**src/rtl/signal_sequence_driver_bfm_fifo.sv**
```systemverilog
// -----------------------------------------------------------------------------
// signal_seq_fifo
// Purpose : synchronous FIFO holding queued driver entries.
// Ports:
//   clock, reset_n : clock (posedge) and async active-low reset
//   wr_en, wr_data : write request / data (ignored while full or flushing)
//   rd_en, rd_data : pop request / head-of-queue data (show-ahead)
//   flush          : synchronous clear of pointers and occupancy
//   full, empty    : occupancy flags
//   level          : number of stored entries
// DEPTH must be a power of two so pointers wrap naturally.
// -----------------------------------------------------------------------------
module signal_seq_fifo #(
  parameter int WIDTH = 16,
  parameter int DEPTH = 8
) (
  input  logic                       clock,
  input  logic                       reset_n,
  input  logic                       wr_en,
  input  logic [WIDTH-1:0]           wr_data,
  input  logic                       rd_en,
  output logic [WIDTH-1:0]           rd_data,
  input  logic                       flush,
  output logic                       full,
  output logic                       empty,
  output logic [$clog2(DEPTH+1)-1:0] level
);
  localparam int PTR_W = $clog2(DEPTH);
  localparam int LVL_W = $clog2(DEPTH + 1);

  logic [WIDTH-1:0] r_mem [DEPTH];
  logic [PTR_W-1:0] r_wr_ptr;
  logic [PTR_W-1:0] r_rd_ptr;
  logic [LVL_W-1:0] r_count;

  logic w_wr;
  logic w_rd;

  assign full  = (r_count == LVL_W'(DEPTH));
  assign empty = (r_count == '0);
  assign level = r_count;

  // A full queue rejects writes even when a pop happens at the same edge;
  // flush drops both operations.
  assign w_wr = wr_en && !full && !flush;
  assign w_rd = rd_en && !empty && !flush;

  // Show-ahead read: the sequencer needs the head entry at the pop edge
  // to chain entries without an idle cycle.
  assign rd_data = r_mem[r_rd_ptr];

  always_ff @(posedge clock) begin
    if (w_wr) begin
      r_mem[r_wr_ptr] <= wr_data;
    end
  end

  always_ff @(posedge clock or negedge reset_n) begin
    if (!reset_n) begin
      r_wr_ptr <= '0;
      r_rd_ptr <= '0;
      r_count  <= '0;
    end else if (flush) begin
      r_wr_ptr <= '0;
      r_rd_ptr <= '0;
      r_count  <= '0;
    end else begin
      if (w_wr) r_wr_ptr <= r_wr_ptr + PTR_W'(1);
      if (w_rd) r_rd_ptr <= r_rd_ptr + PTR_W'(1);
      case ({w_wr, w_rd})
        2'b10:   r_count <= r_count + LVL_W'(1);
        2'b01:   r_count <= r_count - LVL_W'(1);
        default: r_count <= r_count;
      endcase
    end
  end

endmodule : signal_seq_fifo

```
**config.mk**
```make
export PLATFORM = sky130hd
export DESIGN_NAME = signal_seq_fifo
export DESIGN_NICKNAME = d
export VERILOG_FILES = /design/src/rtl/signal_sequence_driver_bfm_fifo.sv
export SDC_FILE = /design/constraint.sdc
export NUM_CORES = 1
export LEC_CHECK = 0
export ABC_CLOCK_PERIOD_IN_PS = 3100
export CORE_ASPECT_RATIO = 0.8
export CORE_UTILIZATION = 35
export CTS_CLUSTER_SIZE = 24
export DETAILED_ROUTE_END_ITERATION = 16
export PLACE_DENSITY = 0.63
export SLEW_MARGIN = 10
export SYNTH_ARGS = -nofsm -noshare
export SYNTH_HDL_FRONTEND = slang
export SYNTH_SLANG_ARGS = --single-unit
```
**constraint.sdc**
```tcl
create_clock -name clock -period 3.1 [get_ports clock]
set_clock_uncertainty 0.1 [all_clocks]
set_input_delay 0.62 -clock clock [delete_from_list [all_inputs] [get_ports clock]]
set_output_delay 0.62 -clock clock [all_outputs]
set_load 0.01 [all_outputs]
```
==> metrics.txt <==
CP Launch Type register; Final HPWL DP 5990 µm; CP required about 2.4 ns; FF+latch count, synth 138; vias after detailed routing 2678; placement row count 40; Post-synth ARST share 0.0725; post-synthesis adder-cell area fraction 0.0128; Power Dens Cells between 800 and 900 nW/µm²; Worst-path clk slew 0.06 ns; diodes inserted 0; worst min path class input pin to asynchronous set/reset pin; CTS tree yes; Die ar. about 16000 µm²; layout cells sized above 1 0.309; Initial Utilization 0.362; Root Buffer clkbuf_16; Worst Path Arrival around 2.3 ns; Routed WL per cell 18.6 µm; Die Span Y 114 µm; H-tree depth 4; Simple-Gate Fraction of Synth Area 0.0328; Max VDD drop roughly 0.48 mV; number of global-route vias before repair 2844; largest family of logic cells by synthesized area multiplexers; Top Ports 43; setup tns final 0 ns; hold_ws 0.430 ns; DRC 0; worst skew pair latency 0.41 ns; Via density 4.79; initial DRC count 158; Crit Path Category register to primary output; Antenna Violating Nets Remaining 0; slew margin rel. 0.587; largest net degree at the start of global routing 35; fillers between 1000 and 1500; post-synth net total 290; Yosys warnings 0; Pleak 0.00235 µW; Final nets 362; total gr overflow 0; Setup violations, final 0; ys flop type edfxtp_1; max-slew violation count 0; core footprint 15200 µm²; drt pass-1 iters 4; compound-cell area share of the yosys netlist 0.0148; worst-margin pin slew 0.616 ns; Buffers on Ports 42; Clock Power Share 0.380; GRT Total Usage 0.139; Internal Power 4300 µW; clk sinks about 140; post-synth design cell area 5490 µm²; Layout Area Growth over Synthesis 27.7%; unrepaired setup endpoints after global routing no; GPL Wtd Cong 0.722; Tmin final 3.04 ns; post-synthesis sequential area ratio 0.746; crit end category primary output; Longest Clk Path Bufs 2; Max Fclk around 330 MHz; CTS Hold Buffers Added 0; status finished, final reports clean; max cap viols 0; fin crit share 0.981; XOR/XNOR Fraction of Synth Area 0.00957; Syn Area/Cell 20.8 µm²; P_sw 1360 µW; DRT Wirelength 10400 µm; mux cell area share after synthesis 0.171; total CTS buffers 17; Netlist cell types 30; Die Wd approximately 140 µm; worst-path maximum fanout 11; Post-synth EDFFs 128; first-pass GRT wire length between 15000 and 20000 µm; Final Hold Viols 0; Mapped Cells 264; antenna violations before repair 0; Seq pwr share 0.388; Comb power frac 0.232; Sw Ratio 0.240
[power by group through the flow]
stage                     clock, µW  sequential, µW  combinational (µW)
after global routing           2250            2210                1430
final                          2150            2200                1310
after CTS                      2200            2200                1280
after global placement            0            2240                1260
after detailed placement          0            2250                1290
after floorplan                   0            2230                 772
[per-layer routing]
layer  track usage  wire length (µm)  vias up  part of all wire
met5             0                 0        -                 0
met4        0.0559               124        0             0.012
met3        0.0390               403       14             0.039
met2         0.228              5280       49              0.51
met1         0.175              4560     1391              0.44
li1              -                 -     1224                 -
[metrics by stage]
stage | utilization | worst slack (ns) | area, µm² | power, µW | std cells
2_1_floorplan | - | 0.140 | 5490 | 3000 | 264
3_3_place_gp | 0.416 | 0.169 | 6310 | 3510 | 521
3_5_place_dp | 0.416 | 0.0670 | 6310 | 3530 | 521
4_1_cts | 0.458 | 0.00337 | 6950 | 5680 | 554
5_1_grt | 0.462 | 0.000383 | 7010 | 5890 | 559
6_report | 0.462 | 0.0582 | 7010 | 5660 | 559
[synth_stat cells (all sizes together), types with 4 or more instances]
cell | number | area (µm²)
edfxtp | 128 | 3840
mux4 | 32 | 721
mux2 | 16 | 180
nor2 | 16 | 60.1
dfrtp | 10 | 250
clkbuf | 9 | 35.0
buf | 5 | 30.0
nand2 | 5 | 18.8
a21oi | 4 | 23.8
ha | 4 | 50.1
mux2i | 4 | 40.0
nand2b | 4 | 25.0
nand3 | 4 | 20.0
[worst max-delay path, stage by stage, from the launching register on]
cell	delay [ns]
dfrtp_2	0.46
buf_12	0.18
mux4_2	0.51
mux2_2	0.27
clkdlybuf4s50_1	0.48
[final timing paths]
path                          endpoint  cells after the start  slack, ns        start
max                         rd_data[2]                      4       0.06  r_rd_ptr[0]
min                           level[0]                      1       0.43      reset_n
max reg2reg                   level[3]                      8       0.25     level[2]
min reg2reg                r_wr_ptr[0]                      2       0.50  r_wr_ptr[0]
max in group asynchronous  r_rd_ptr[0]                      1       2.12      reset_n
min in group clock         r_wr_ptr[0]                      2       0.50  r_wr_ptr[0]
[cells by family after synthesis]
logic type | after synthesis
AOI/OAI and AO/OA | 10
xor gates and xnor gates | 6
adders and majority gates | 5
buffers and inverters | 16
DFF | 138
muxes | 52
and+or+nand+nor | 37
[what timing repair did]
item / CTS / global route
setup buffers: 1 / 5
resized for setup: 8 / 4
endpoints found under the setup margin: 14 / 8
[layout make-up]
type	count	area (µm²)	area share
sequential	138	4100	0.584
multi-input combinational	110	1340	0.190
timing repair buffer	67	672	0.0958
clock buffer	22	474	0.0676
tap	210	263	0.0375
clock inverter	10	166	0.0237
inverter	2	7.51	0.00107
[state kept, by name, summed over array words and instances, names as in the netlist]
register and flops:
r_mem 128, r_wr_ptr 3, r_rd_ptr 3, level 4
[cell usage in the layout (no fill, tap or decap), types with 5 or more instances in the layout]
cell type,instances
buf_12,5
buf_4,19
clkbuf_16,17
clkdlybuf4s50_1,31
clkinvlp_4,5
dfrtp_1,9
dlygate4sd2_1,8
edfxtp_1,128
mux2_2,16
mux4_2,32
nand2_1,5
nor2_1,16
(Power assumes the default switching activity.)
